### config.mk
export PLATFORM = sky130hd
export DESIGN_NAME = seg_scan_driver
export DESIGN_NICKNAME = d
export VERILOG_FILES = /design/src/rtl/seg_scan_driver_pkg.sv /design/src/rtl/seg_scan_driver_debounce.sv /design/src/rtl/seg_scan_driver.sv
export SDC_FILE = /design/constraint.sdc
export NUM_CORES = 1
export LEC_CHECK = 0
export ABC_AREA = 1
export BUFFER_PORTS_ARGS = -buffer_cell sky130_fd_sc_hd__buf_2
export CORE_MARGIN = 3
export CORE_UTILIZATION = 53
export CTS_CLUSTER_DIAMETER = 30
export DETAILED_ROUTE_END_ITERATION = 16
export GPL_TIMING_DRIVEN = 1
export PLACE_DENSITY = 0.82
export SLEW_MARGIN = 5
export SYNTH_ARGS = -nofsm -noshare
export SYNTH_HDL_FRONTEND = slang
export SYNTH_SLANG_ARGS = --single-unit
### constraint.sdc
create_clock -name built_in_clk -period 1.8 [get_ports built_in_clk]
set_input_delay 0.27 -clock built_in_clk [delete_from_list [all_inputs] [get_ports built_in_clk]]
set_output_delay 0.27 -clock built_in_clk [all_outputs]
set_load 0.02 [all_outputs]
### src/rtl/seg_scan_driver_pkg.sv
// ---------------------------------------------------------------------------
// seg_scan_driver_pkg
// Shared definitions for the multiplexed seven-segment display driver:
//   page_e      - displayed page encoding (time / date / year)
//   SEG_BLANK   - active-low segment pattern with every segment off
//   NUM_DIGITS  - number of scanned digit positions
//   next_page() - page rotation order used on a button press
// ---------------------------------------------------------------------------
package seg_scan_driver_pkg;

  typedef enum logic [1:0] {
    PAGE_TIME = 2'd0,
    PAGE_DATE = 2'd1,
    PAGE_YEAR = 2'd2
  } page_e;

  localparam logic [6:0] SEG_BLANK  = 7'h7F;
  localparam int         NUM_DIGITS = 6;

  function automatic page_e next_page(input page_e p);
    case (p)
      PAGE_TIME: return PAGE_DATE;
      PAGE_DATE: return PAGE_YEAR;
      default:   return PAGE_TIME;
    endcase
  endfunction

endpackage

### src/rtl/seg_scan_driver_debounce.sv
// ---------------------------------------------------------------------------
// btn_debounce
// Synchronises a raw active-low push button, debounces it and emits a
// single-cycle pulse when the debounced level falls (button pressed).
//   clk         - system clock
//   rst_n       - asynchronous active-low reset
//   btn_n       - raw button, active-low, asynchronous to clk
//   press_pulse - one clk cycle high, the cycle after the debounced level
//                 falls
// The debounced level flips only after DEBOUNCE_CYC consecutive cycles in
// which the synchronised input disagrees with it; any agreeing cycle
// restarts the count.
// ---------------------------------------------------------------------------
module btn_debounce #(
  parameter int DEBOUNCE_CYC = 1000000
) (
  input  logic clk,
  input  logic rst_n,
  input  logic btn_n,
  output logic press_pulse
);

  localparam int                CNT_W    = $clog2(DEBOUNCE_CYC + 1);
  localparam logic [CNT_W-1:0]  CNT_LAST = CNT_W'(DEBOUNCE_CYC - 1);

  logic             sync0;
  logic             sync1;
  logic             level;
  logic [CNT_W-1:0] cnt;

  // NOTE: sequential state uses non-blocking assignments so every register
  // samples the pre-edge value of the others, regardless of statement order.
  always_ff @(posedge clk or negedge rst_n) begin
    if (!rst_n) begin
      sync0       <= 1'b1;
      sync1       <= 1'b1;
      level       <= 1'b1;
      cnt         <= '0;
      press_pulse <= 1'b0;
    end else begin
      sync0       <= btn_n;
      sync1       <= sync0;
      press_pulse <= 1'b0;
      if (sync1 == level) begin
        cnt <= '0;
      end else if (cnt == CNT_LAST) begin
        level       <= sync1;
        cnt         <= '0;
        press_pulse <= ~sync1;
      end else begin
        cnt <= cnt + 1'b1;
      end
    end
  end

endmodule

### src/rtl/seg_scan_driver.sv
// ---------------------------------------------------------------------------
// seg_scan_driver
// Time-multiplexed driver for a 6-digit common-anode seven-segment display.
// A page button cycles the display between time (hh mm ss), date
// (dd mm yy) and the full 4-digit year.
//   built_in_clk           - system clock
//   glob_rst_n             - asynchronous active-low reset
//   btn_page_n             - raw page button, active-low
//   s_*                    - active-low digit codes {g..a}
//   seg_out                - active-low segment drive
//   dig_sel_n              - active-low one-hot digit enable, bit 0 rightmost
//   page                   - current page (0 time, 1 date, 2 year)
// Digit codes are sampled only on a slot wrap, so a digit never tears.
// All outputs are functions of registers only.
// ---------------------------------------------------------------------------
module seg_scan_driver
  import seg_scan_driver_pkg::*;
#(
  parameter int SCAN_DIV     = 50000,
  parameter int BLANK_CYC    = 500,
  parameter int DEBOUNCE_CYC = 1000000
) (
  input  logic       built_in_clk,
  input  logic       glob_rst_n,
  input  logic       btn_page_n,
  input  logic [6:0] s_sec0,
  input  logic [6:0] s_sec1,
  input  logic [6:0] s_min0,
  input  logic [6:0] s_min1,
  input  logic [6:0] s_hour0,
  input  logic [6:0] s_hour1,
  input  logic [6:0] s_day0,
  input  logic [6:0] s_day1,
  input  logic [6:0] s_mon0,
  input  logic [6:0] s_mon1,
  input  logic [6:0] s_year0,
  input  logic [6:0] s_year1,
  input  logic [6:0] s_year2,
  input  logic [6:0] s_year3,
  output logic [6:0] seg_out,
  output logic [5:0] dig_sel_n,
  output logic [1:0] page
);

  localparam int               SLOT_W    = $clog2(SCAN_DIV + 1);
  localparam logic [SLOT_W-1:0] SLOT_LAST = SLOT_W'(SCAN_DIV - 1);
  localparam logic [SLOT_W-1:0] BLANK_END = SLOT_W'(BLANK_CYC);
  localparam logic [2:0]        LAST_DIG  = 3'(NUM_DIGITS - 1);

  // NOTE: reset asserts asynchronously but releases through two flops, so
  // every register leaves reset on the same clock edge.
  logic [1:0] rst_ff;
  logic       rst_n;

  always_ff @(posedge built_in_clk or negedge glob_rst_n) begin
    if (!glob_rst_n) rst_ff <= 2'b00;
    else             rst_ff <= {rst_ff[0], 1'b1};
  end

  assign rst_n = rst_ff[1];

  logic press_pulse;

  btn_debounce #(
    .DEBOUNCE_CYC(DEBOUNCE_CYC)
  ) u_btn (
    .clk        (built_in_clk),
    .rst_n      (rst_n),
    .btn_n      (btn_page_n),
    .press_pulse(press_pulse)
  );

  logic [SLOT_W-1:0] slot_cnt;
  logic [2:0]        dig_idx;
  page_e             page_q;
  logic              pend;
  logic [6:0]        code_q;

  logic       slot_wrap;
  logic       frame_wrap;
  logic [2:0] dig_idx_nxt;
  page_e      page_nxt;
  logic       pend_nxt;
  logic [6:0] cap_code;

  assign slot_wrap  = (slot_cnt == SLOT_LAST);
  assign frame_wrap = slot_wrap && (dig_idx == LAST_DIG);

  // A pending advance is consumed at the frame boundary; a press arriving
  // on that same edge stays pending for the following boundary.
  // NOTE: every always_comb output gets a default first so no path leaves
  // a signal unassigned and no latch is inferred.
  always_comb begin
    dig_idx_nxt = (dig_idx == LAST_DIG) ? 3'd0 : dig_idx + 3'd1;
    page_nxt    = page_q;
    pend_nxt    = pend | press_pulse;
    if (frame_wrap && pend) begin
      page_nxt = next_page(page_q);
      pend_nxt = press_pulse;
    end
  end

  // Code for the digit about to be selected, on the page that will be in
  // force for it (the new page already applies to digit 0 of a frame).
  always_comb begin
    cap_code = SEG_BLANK;
    case (page_nxt)
      PAGE_TIME: begin
        case (dig_idx_nxt)
          3'd0:    cap_code = s_sec0;
          3'd1:    cap_code = s_sec1;
          3'd2:    cap_code = s_min0;
          3'd3:    cap_code = s_min1;
          3'd4:    cap_code = s_hour0;
          3'd5:    cap_code = s_hour1;
          default: cap_code = SEG_BLANK;
        endcase
      end
      PAGE_DATE: begin
        case (dig_idx_nxt)
          3'd0:    cap_code = s_year0;
          3'd1:    cap_code = s_year1;
          3'd2:    cap_code = s_mon0;
          3'd3:    cap_code = s_mon1;
          3'd4:    cap_code = s_day0;
          3'd5:    cap_code = s_day1;
          default: cap_code = SEG_BLANK;
        endcase
      end
      PAGE_YEAR: begin
        case (dig_idx_nxt)
          3'd0:    cap_code = s_year0;
          3'd1:    cap_code = s_year1;
          3'd2:    cap_code = s_year2;
          3'd3:    cap_code = s_year3;
          default: cap_code = SEG_BLANK;
        endcase
      end
      default: cap_code = SEG_BLANK;
    endcase
  end

  always_ff @(posedge built_in_clk or negedge rst_n) begin
    if (!rst_n) begin
      slot_cnt <= '0;
      dig_idx  <= 3'd0;
      page_q   <= PAGE_TIME;
      pend     <= 1'b0;
      code_q   <= SEG_BLANK;
    end else begin
      pend   <= pend_nxt;
      page_q <= page_nxt;
      if (slot_wrap) begin
        slot_cnt <= '0;
        dig_idx  <= dig_idx_nxt;
        code_q   <= cap_code;
      end else begin
        slot_cnt <= slot_cnt + 1'b1;
      end
    end
  end

  // Leading cycles of every slot are dark so the previous digit's segments
  // do not ghost onto the newly selected digit.
  assign seg_out   = (slot_cnt < BLANK_END) ? SEG_BLANK : code_q;
  assign dig_sel_n = ~(6'b000001 << dig_idx);
  assign page      = page_q;

endmodule

==> results of run 1 <==
state kept, by name, summed over array words and instances (netlist names):
| signal | cells |
|---|---|
| u_btn.cnt | 20 |
| slot_cnt | 16 |
| code_q | 7 |
| dig_idx | 3 |
| page | 2 |
| rst_ff | 2 |
| pend | 1 |
| u_btn.level | 1 |
| u_btn.press_pulse | 1 |
| u_btn.sync0 | 1 |
| u_btn.sync1 | 1 |
synthesized netlist by cell type:
library cell | count | area share
inv_2 | 7 | 0.0067
and3_1 | 1 | 0.0016
o21a_1 | 2 | 0.0038
o21ai_1 | 1 | 0.0013
a22oi_1 | 2 | 0.0038
nor2_1 | 93 | 0.089
nand3_1 | 48 | 0.061
nand2_4 | 2 | 0.0057
dfstp_2 | 10 | 0.067
o21bai_1 | 1 | 0.0019
nand4_2 | 1 | 0.0032
buf_4 | 3 | 0.0057
xnor2_1 | 2 | 0.0045
nor3_1 | 7 | 0.0089
clkinv_1 | 1 | 0.00095
inv_1 | 55 | 0.053
o21ai_4 | 1 | 0.0041
nor3b_1 | 2 | 0.0038
conb_1 | 1 | 0.00095
nand4_4 | 1 | 0.0054
buf_12 | 1 | 0.0051
nor2_2 | 7 | 0.011
nand3_2 | 5 | 0.013
o31ai_1 | 1 | 0.0019
buf_2 | 4 | 0.0051
clkinv_4 | 1 | 0.0022
dfrtp_1 | 45 | 0.29
o21ai_0 | 14 | 0.018
buf_6 | 2 | 0.0057
nor2_4 | 4 | 0.011
nand2_2 | 8 | 0.013
nor4_1 | 3 | 0.0048
nand3_4 | 1 | 0.0045
mux2i_1 | 1 | 0.0025
nor3_2 | 3 | 0.0076
ha_1 | 3 | 0.0096
nand4_1 | 12 | 0.019
nand3b_1 | 3 | 0.0057
xor2_1 | 9 | 0.020
nand2_1 | 202 | 0.19
a21o_1 | 1 | 0.0019
a21oi_1 | 21 | 0.027
routing by layer:
metal | part of all wire | up-vias
met5 | 0 | -
met4 | 0.017 | 0
met3 | 0.061 | 28
met2 | 0.52 | 209
met1 | 0.40 | 2243
li1 | - | 2209
final cells by class:
type	count	area, um2
Clock buffer	7	86.33
Tap cell	96	120.1
Multi-Input combinational cell	465	2529
Clock inverter	1	5.005
Timing Repair Buffer	168	1119
Inverter	64	257.7
Sequential cell	55	1393
Fill cell	524	1473
worst register-to-register path, delay by kind of cell (launching register included):
family                     cells  cell delay, ns
adders and majority gates      1            0.19
DFF                            1            0.42
and+or+nand+nor               10            1.24
what timing repair did:
item	CTS	global route
hold endpoints to repair	2	0
buffers inserted	13	14
endpoints found under the setup margin	15	26
cloned	1	2
hold buffers	1	0
pin swaps	14	31
resized for setup	48	47
worst paths after layout:
path,from,endpoint,cells after the start
max reg2reg,slot_cnt[1]$_DFF_PN0_,code_q[5]$_DFFE_PN1N_,11
min in group asynchronous,rst_ff[1]$_DFF_PN0_,u_btn.cnt[4]$_DFF_PN0_,0
max in group asynchronous,rst_ff[1]$_DFF_PN0_,code_q[6]$_DFFE_PN1N_,1
max,slot_cnt[6]$_DFF_PN0_,seg_out[5],7
min,btn_page_n,u_btn.sync0$_DFF_PN1_,1
min reg2reg,rst_ff[1]$_DFF_PN0_,u_btn.cnt[4]$_DFF_PN0_,0
kinds of logic (layout without fill, tap and decap cells):
| group | after synthesis | after routing | synth area share |
|---|---|---|---|
| AOI/OAI and AO/OA | 44 | 44 | 0.06338 |
| xor gates and xnor gates | 11 | 11 | 0.02452 |
| adders and majority gates | 3 | 3 | 0.009555 |
| buffers and inverters | 74 | 240 | 0.08408 |
| DFF | 55 | 55 | 0.3535 |
| muxes | 1 | 1 | 0.002548 |
| other | 1 | 1 | 0.0009545 |
| and+or+nand+nor | 403 | 405 | 0.4615 |
per-stage QoR:
step / power, mW / instance area, um2 / TNS (ns) / cells / hold WS (ns)
floorplan: 1.351 / 3963 / 0 / 592 / -0.02559
global placement: 1.489 / 4802 / -0.4745 / 817 / 0.05605
detailed placement: 1.492 / 4802 / -0.6006 / 817 / 0.05900
CTS: 2.194 / 5171 / -0.1790 / 840 / 0.05530
global route: 2.299 / 5509 / -2.520 / 856 / 0.03397
finish: 2.212 / 5509 / -1.384 / 856 / 0.05098
power by group:
part	internal [mW]	total [mW]	switching [mW]
Sequential	1.25	1.26	0.0136
Combinational	0.118	0.223	0.104
Clock	0.312	0.729	0.417
cells in the final DEF, fill, tap and decap left out, types with 3 or more instances in the layout:
master / netlist / final
nand2_1: 202 / 181
buf_2: 4 / 108
nor2_1: 93 / 86
inv_1: 55 / 52
buf_4: 3 / 42
dfrtp_1: 45 / 42
nand3_1: 48 / 40
nand2_2: 8 / 22
a21oi_1: 21 / 15
o21ai_0: 14 / 13
nand3_2: 5 / 12
nand4_1: 12 / 12
nor2_4: 4 / 11
nand2_4: 2 / 10
dfstp_2: 10 / 10
buf_6: 2 / 10
xor2_1: 9 / 9
nor2_2: 7 / 7
inv_2: 7 / 7
buf_12: 1 / 7
a21oi_2: 0 / 6
clkbuf_8: 0 / 6
nor3_1: 7 / 5
nor3_2: 3 / 3
nand3b_1: 3 / 3
dfrtp_2: 0 / 3
==> flow_summary.json, run 1 <==
{
  "syn_avg_cell_area_um2": 6.636,
  "drc": 0,
  "ys_warn_count": 0,
  "hp-class": "in -> reg",
  "drtPass1Iterations": 5,
  "slowest_stage": "dfrtp_1",
  "first_global_vias": 4403,
  "antenna_left": 0,
  "maxSlewViolCount": 0,
  "p_leak_nw": 2.929,
  "layout_min_cycle_time_ns": 1.949,
  "wl_per_cell_um": 15.91,
  "cts.sinks": 55,
  "power.density_nw_per_um2": 401.6,
  "clock_latency_ns": 0.33,
  "fin_skew_ns": 0.01412,
  "crit_buf_inv": 3,
  "h-tree-depth": 2,
  "crit_family": "simple AND/OR/NAND/NOR gates",
  "clockBufferDepth": 2,
  "final_nets": 863,
  "final_core_util": 0.7891,
  "grt_max_degree": 39,
  "setup_viol": 15,
  "num_vias": 4689,
  "status": "finished with violations",
  "wl_um": 13620,
  "cp_slowest_stage_delay_ns": 0.38,
  "place.gp.congestion": 0.9831,
  "top_level_ports": 116,
  "maxCapViolations": 0,
  "die_w_um": 92.10,
  "ys_types": 42,
  "synth_fp_nets": 696,
  "pre_cts_ws_ns": -0.1458,
  "numPortBuffers": 115,
  "critPathMaxFanout": 7,
  "rows": 30,
  "ir_worst_vdd_uv": 497.6,
  "critPathKind": "reg -> out",
  "initialDrtViolationCount": 415,
  "grt_use_total": 0.3024,
  "dp_hpwl_um": 9526,
  "overflow": 0,
  "viasPerCell": 5.478,
  "crit_chain": "inv_2 > nor3_4 > nand2_2 > o21ai_2 > buf_6 > nand2_2 > buf_6",
  "cts_tree": "done",
  "synth_cells": 592,
  "n_antenna_cell": 0,
  "grt_use_met1": 0.3909,
  "numCtsBuffers": 5,
  "fin_ws_ns": -0.1492,
  "dieArea_um2": 8481,
  "drive_above_1_share": 0.3711,
  "endpoint_kind": "primary output",
  "start_kind": "flip-flop",
  "fmax_mhz": 513.0,
  "grt_pass1_wl_um": 20590,
  "syn_to_final_growth_pct": 40.22,
  "met2_usage": 0.5310,
  "synth_area_um2": 3929,
  "path_clk_slew_ns": 0.10,
  "synth-seq-area-share": 0.3535,
  "core-area_um2": 6982,
  "fin_crit_sh": 1.083,
  "rsz0062_at_grt": "yes",
  "critPathArrivalTime_ns": 1.68,
  "start_util": 0.5627,
  "critPathRequiredTime_ns": 1.53,
  "busiest_layer": "met2",
  "finalHoldViolations": 0,
  "antenna_found_initial": 0,
  "failed_checks": "setup timing",
  "die_h_um": 92.10,
  "r2r_setup_slack_ns": -0.09,
  "cts-root-buf": "clkbuf_8",
  "grt_util_met3": 0.04676,
  "ys_ff_latch": 55
}
Note: power is estimated with default switching activity, not from simulation.
==> inputs of run 2 (changes only) <==
--- a/config.mk
+++ b/config.mk
@@ -12,8 +12,9 @@
 export CTS_CLUSTER_DIAMETER = 30
 export DETAILED_ROUTE_END_ITERATION = 16
 export GPL_TIMING_DRIVEN = 1
-export PLACE_DENSITY = 0.82
+export PLACE_DENSITY = 0.81
 export SLEW_MARGIN = 5
 export SYNTH_ARGS = -nofsm -noshare
 export SYNTH_HDL_FRONTEND = slang
+export SYNTH_HIERARCHICAL = 1
 export SYNTH_SLANG_ARGS = --single-unit
==> run 2 against run 1 <==
  * The run still ends with setup timing left
  * Non-clock buffer count shrank 14
  * Clock skew shrank 0.0018 ns
  * Flip-flop and latch count did not move
  * Synthesized area rose by 1.8%
  * Global-route usage down 2.5 points
  * Via count down 2.5%
  * Critical path depth decreased by 1
  * Maximum frequency is 2.5% higher
  * Power rose by 0.75%
  * Die area up 1.7%
  * Largest cell class unchanged
  * Highest routed layer unchanged
==> flow_summary.json, run 2 <==
{
  "synth_cells": 626,
  "ys_types": 36,
  "synth_common_cells": "nand2_1, nor2_1, inv_1, dfrtp_1, nand3_1",
  "place.gp.congestion": 0.9459,
  "rows": 31,
  "failed_checks": "setup timing",
  "grt_pass1_wl_um": 19310,
  "grt_max_degree": 25,
  "h-tree-depth": 2,
  "finalHoldViolations": 0,
  "cp_slowest_stage_delay_ns": 0.39,
  "synth_fp_nets": 730,
  "syn_to_final_growth_pct": 35.43,
  "layout_min_cycle_time_ns": 1.901,
  "fin_ws_ns": -0.1010,
  "synth_area_leaders": "dfrtp_1, nand2_1, nor2_1",
  "fin_crit_sh": 1.056,
  "drtPass1Iterations": 4,
  "critPathRequiredTime_ns": 1.53,
  "power.density_nw_per_um2": 411.3,
  "rsz0062_at_grt": "yes",
  "yosysTopAreaCellShare": 0.2814,
  "ys_warn_count": 6,
  "syn_avg_cell_area_um2": 6.392,
  "wl_met1_um": 4861,
  "numPortBuffers": 115,
  "clockBufferDepth": 2,
  "nFillCells": 596,
  "clock_latency_ns": 0.32,
  "fmax_mhz": 526.0,
  "antenna_found_initial": 0,
  "synth_area_um2": 4001,
  "wl_per_cell_um": 13.88,
  "crit_chain": "inv_2 > nor3_4 > nand2_2 > o21ai_4 > nand2_1 > buf_6",
  "layout_common_cells": "nand2_1, buf_2, nor2_1, inv_1, dfrtp_1",
  "synth-edff-count": 0,
  "drive_above_1_share": 0.3325,
  "numCtsBuffers": 5,
  "critPathKind": "reg -> out",
  "grt_use_total": 0.2773,
  "top_level_ports": 116,
  "dieArea_um2": 8629,
  "cts-root-buf": "clkbuf_8",
  "place_area_um2": 4931,
  "wl_met2_um": 6290,
  "final_nets": 879,
  "reg_top3": "u_btn/cnt x20, slot_cnt x16, code_q x7",
  "synth-async-reset-ratio": 1.000,
  "status": "finished with violations",
  "final_area_um2": 5419,
  "initialDrtViolationCount": 221,
  "maxCapViolations": 0,
  "overflow": 0,
  "critPathMaxFanout": 7,
  "die_h_um": 92.89,
  "wl_um": 12150,
  "post-synth-top-count-cell": "nand2_1",
  "yosysTopAreaCell": "dfrtp_1",
  "viasPerCell": 5.227,
  "crit_buf_inv": 2,
  "fin_skew_ns": 0.01232,
  "top_register": "u_btn/cnt",
  "critPathArrivalTime_ns": 1.63,
  "start_kind": "flip-flop",
  "p_leak_nw": 2.883,
  "start_util": 0.5487,
  "setup_viol": 14,
  "n_antenna_cell": 0,
  "dp_hpwl_um": 9100,
  "core-area_um2": 7292,
  "num_vias": 4574,
  "pre_cts_ws_ns": -0.05218,
  "synth_flop_cell": "dfrtp_1",
  "endpoint_kind": "primary output",
  "die_w_um": 92.89,
  "cts_tree": "done",
  "ys_ff_latch": 55,
  "antenna_left": 0,
  "ir_worst_vdd_uv": 299.7,
  "path_clk_slew_ns": 0.11,
  "multi_input_comb_area_um2": 2470,
  "maxSlewViolCount": 0,
  "first_global_vias": 4408,
  "largest_register_ffs": 20,
  "ff_latch_area_um2": 1391,
  "crit_family": "simple AND/OR/NAND/NOR gates",
  "synth-seq-area-share": 0.3471,
  "hp-class": "in -> reg",
  "wl_met3_um": 678,
  "highest_layer": "met4",
  "slowest_stage": "dfrtp_1",
  "cts.sinks": 55,
  "drc": 0,
  "layout_commonest_cell": "nand2_1"
}
==> run 2: cell types whose count changed after synthesis, moves of 3 or more <==
cell / previous run / this run
inv_1: 55 / 58
nand4_1: 12 / 23
nor2_1: 93 / 103
nand3_1: 48 / 44
a21oi_1: 21 / 9
nand2_2: 8 / 11
o21ai_1: 1 / 4
nand2_1: 202 / 233
o21ai_0: 14 / 8
nor2_2: 7 / 10
==> run 2: power by group <==
part           switching (mW)  internal, mW  leakage (nW)
Clock                   0.458         0.297        0.0519
Combinational          0.0980         0.113          2.12
Sequential             0.0153          1.25         0.714
==> run 2: layout make-up <==
type                    count  area share
clock inverters             3    0.006234
inverters                  68     0.04849
well taps                  99     0.02286
flip-flops and latches     55      0.2568
clock buffers               5     0.01270
multi-input cells         491      0.4558
repair buffers            154      0.1972
==> run 2: final timing paths <==
check	start	end	slack, ns	cells after the start
max in group asynchronous	rst_ff[1]$_DFF_PN0_	code_q[4]$_DFFE_PN1N_	0.92	1
worst min-delay path	btn_page_n	u_btn/sync0$_DFF_PN1_	0.04	1
worst max-delay path	slot_cnt[7]$_DFF_PN0_	seg_out[2]	-0.10	6
worst min register to register	rst_ff[1]$_DFF_PN0_	u_btn/cnt[0]$_DFF_PN0_	0.23	0
min in group asynchronous	rst_ff[1]$_DFF_PN0_	u_btn/cnt[0]$_DFF_PN0_	0.23	0
worst max register to register	slot_cnt[13]$_DFF_PN0_	code_q[0]$_DFFE_PN1N_	-0.07	13
==> run 2: kinds of logic after synthesis <==
group | synth area share
simple gates | 0.4941
buf+inv | 0.08349
flops | 0.3471
compound gates | 0.03471
xor+xnor | 0.03033
fa+ha+maj | 0.009382
other cells | 0.0009372
==> run 2: metal layers <==
layer | global-route usage | up-vias
li1 | - | 2254
met1 | 0.3333 | 2109
met2 | 0.5057 | 182
met3 | 0.03656 | 29
met4 | 0.09524 | 0
met5 | 0 | -
==> run 2: what timing repair did <==
action,4_1_cts,5_1_grt
setup endpoints to repair,14,16
endpoints found under the hold margin,2,0
resized for setup,34,36
hold buffers,1,0
setup buffers,5,4
cloned,2,2
pin swaps,3,17
==> run 2: metrics by stage <==
stage	instances	setup TNS [ns]	power, mW	utilization	hold slack (ns)
floorplan	626	0	1.353	-	-0.02559
global placement	853	-0.04829	1.491	0.6762	0.05566
detailed placement	853	-0.1903	1.494	0.6762	0.05895
CTS	869	-0.3037	2.246	0.7136	0.02998
global route	875	-2.476	2.320	0.7431	0.02086
finish	875	-0.8644	2.229	0.7431	0.03850
==> inputs of run 3 (changes only) <==
--- a/config.mk
+++ b/config.mk
@@ -13,7 +13,6 @@
 export DETAILED_ROUTE_END_ITERATION = 16
 export GPL_TIMING_DRIVEN = 1
 export PLACE_DENSITY = 0.81
-export SLEW_MARGIN = 5
 export SYNTH_ARGS = -nofsm -noshare
 export SYNTH_HDL_FRONTEND = slang
 export SYNTH_HIERARCHICAL = 1
==> constraint.sdc (replaced) <==
create_clock -name built_in_clk -period 1.8 [get_ports built_in_clk]
set_input_delay 0.36 -clock built_in_clk [delete_from_list [all_inputs] [get_ports built_in_clk]]
set_output_delay 0.36 -clock built_in_clk [all_outputs]
set_load 0.02 [all_outputs]
==> run 3 against run 2 <==
  * The run still ends with setup timing left
  * Final cell count rose by 2.2%
  * Wire length rose by 5.0%
  * Final area rose by 3.3%
  * Critical path type is now reg -> reg
  * Critical endpoint is now code_q[1]$_DFFE_PN1N_
  * Largest cell class unchanged
==> flow_summary.json, run 3 (synthesized netlist as in run 2, its figures left out) <==
{
  "status": "finished with violations",
  "failed_checks": "setup timing",
  "final_core_util": 0.7680,
  "finalHoldViolations": 0,
  "clockBufferDepth": 2,
  "finalNonFillerCells": 894,
  "initialDrtViolationCount": 243,
  "worstRegToRegCells": 15,
  "drc": 0,
  "grt_pass1_wl_um": 20230,
  "wl_met2_um": 6652,
  "fin_ws_ns": -0.1925,
  "maxSlewViolCount": 0,
  "layout_min_cycle_time_ns": 1.992,
  "maxCapViolations": 0,
  "p_sw_mw": 0.5636,
  "rsz0062_at_grt": "yes",
  "wl_per_cell_um": 14.27,
  "die_h_um": 92.89,
  "pre_cts_ws_ns": -0.1099,
  "setup_viol": 14,
  "cts.sinks": 55,
  "ff_latch_area_um2": 1390,
  "h-tree-depth": 2,
  "p_clk_frac": 0.329,
  "top_level_ports": 116,
  "reg_top3": "u_btn/cnt x20, slot_cnt x16, code_q x7",
  "start_util": 0.5487,
  "final_nets": 897,
  "power.density_nw_per_um2": 394.4,
  "fin_skew_ns": 0.005450,
  "dieArea_um2": 8629,
  "antenna_found_initial": 1,
  "endpoint_kind": "flip-flop",
  "layout_commonest_cell": "nand2_1",
  "nFillCells": 552,
  "syn_to_final_growth_pct": 39.96,
  "hold_depth": 1,
  "antenna_left": 0,
  "power_frac_seq": 0.568,
  "wl_met3_um": 931,
  "overflow": 0,
  "placed_cells": 859,
  "place.gp.congestion": 0.9010,
  "power_mw": 2.209,
  "ir_worst_vdd_uv": 319.7,
  "fmax_mhz": 501.9,
  "multi_input_comb_area_um2": 2516,
  "hp-class": "in -> reg",
  "p_int_mw": 1.645,
  "drtPass1Iterations": 4,
  "highest_layer": "met4",
  "critPathKind": "reg -> reg",
  "numCtsBuffers": 5,
  "final_area_um2": 5600,
  "largest_register_ffs": 20,
  "layout_common_cells": "nand2_1, buf_2, nor2_1, inv_1, dfrtp_1",
  "viasPerCell": 5.191,
  "power_switching_share": 0.2552,
  "hp-start": "btn_page_n",
  "critPathMaxFanout": 7,
  "num_vias": 4641,
  "cts_tree": "done",
  "first_global_vias": 4613,
  "timing.rr.start": "dig_idx[1]$_DFFE_PN0N_",
  "path_clk_slew_ns": 0.11,
  "grt_use_total": 0.2897,
  "numPortBuffers": 115,
  "rows": 31,
  "wl_met1_um": 4738,
  "clock_latency_ns": 0.31,
  "fin_crit_sh": 1.107,
  "drive_above_1_share": 0.3652,
  "grt_max_degree": 54,
  "fin_hold_ws_ns": 0.1292,
  "start_kind": "flip-flop",
  "hold_path_end": "u_btn/sync0$_DFF_PN1_",
  "setup_tns_ns": -1.912,
  "p_leak_nw": 2.969,
  "core-area_um2": 7292,
  "r2r_end": "code_q[1]$_DFFE_PN1N_",
  "critPathArrivalTime_ns": 2.24,
  "cts-root-buf": "clkbuf_8",
  "die_w_um": 92.89,
  "dp_hpwl_um": 9053,
  "r2r_setup_slack_ns": -0.19,
  "critPathRequiredTime_ns": 2.05,
  "top_register": "u_btn/cnt",
  "place_area_um2": 4976,
  "wl_um": 12760,
  "comb_power_share": 0.103
}
[run 3: cell count changes in the layout (fill, tap and decap cells not counted), sizes merged]
cell | previous run | this run
buf | 151 | 168
clkinvlp | 0 | 1
diode | 0 | 1
inv | 69 | 68
nand2 | 245 | 246
[run 3: repair_timing]
action	in CTS	in global routing
hold buffers	1	0
cloned	1	3
pin swaps	23	21
gates resized for setup	36	44
buffers inserted	11	11
setup endpoints to repair	14	19
hold endpoints to repair	2	0
[run 3: cell type report]
type / count / share of cell area
repair buffers: 171 / 0.2169
multi-input cells: 492 / 0.4493
clock inverters: 3 / 0.004245
diodes: 1 / 0.0004468
inverters: 68 / 0.04647
flip-flops and latches: 55 / 0.2482
well taps: 99 / 0.02212
clock buffers: 5 / 0.01229
[run 3: how the worst max path moves through the flow]
stage,start,endpoint,slack (ns),cells past startpoint
after floorplan,dig_idx[1]$_DFFE_PN0N_,code_q[5]$_DFFE_PN1N_,0.03,14
final,dig_idx[1]$_DFFE_PN0N_,code_q[1]$_DFFE_PN1N_,-0.19,15
after global routing,slot_cnt[0]$_DFF_PN0_,code_q[0]$_DFFE_PN1N_,-0.29,13
after detailed placement,dig_idx[1]$_DFFE_PN0N_,code_q[1]$_DFFE_PN1N_,-0.11,15
after CTS,slot_cnt[6]$_DFF_PN0_,seg_out[3],-0.14,6
after global placement,dig_idx[1]$_DFFE_PN0N_,code_q[1]$_DFFE_PN1N_,-0.05,15
[run 3: routing by layer]
metal	track usage	up-vias
met2	0.5159	217
met4	0.1392	0
met3	0.03818	34
met5	0	-
met1	0.3416	2107
li1	-	2283
[run 3: power groups by stage]
stage | registers [mW] | clock network (mW) | logic [mW]
global route | 1.26 | 0.785 | 0.253
global placement | 1.28 | 0 | 0.208
detailed placement | 1.28 | 0 | 0.211
floorplan | 1.29 | 0 | 0.0600
finish | 1.26 | 0.727 | 0.227
CTS | 1.26 | 0.734 | 0.216
[run 3: worst max-delay path: stages (launching register included)]
cell and delay [ns]:
dfrtp_1 0.41, nand2_2 0.09, inv_2 0.05, ha_4 0.28
inv_4 0.05, buf_4 0.13, o21ai_4 0.20, buf_12 0.17
nand2_2 0.06, nand2_1 0.06, nor2_1 0.05, nand2_2 0.07
nand2_1 0.08, nand2_2 0.08, nor2_1 0.05, nor2_1 0.12
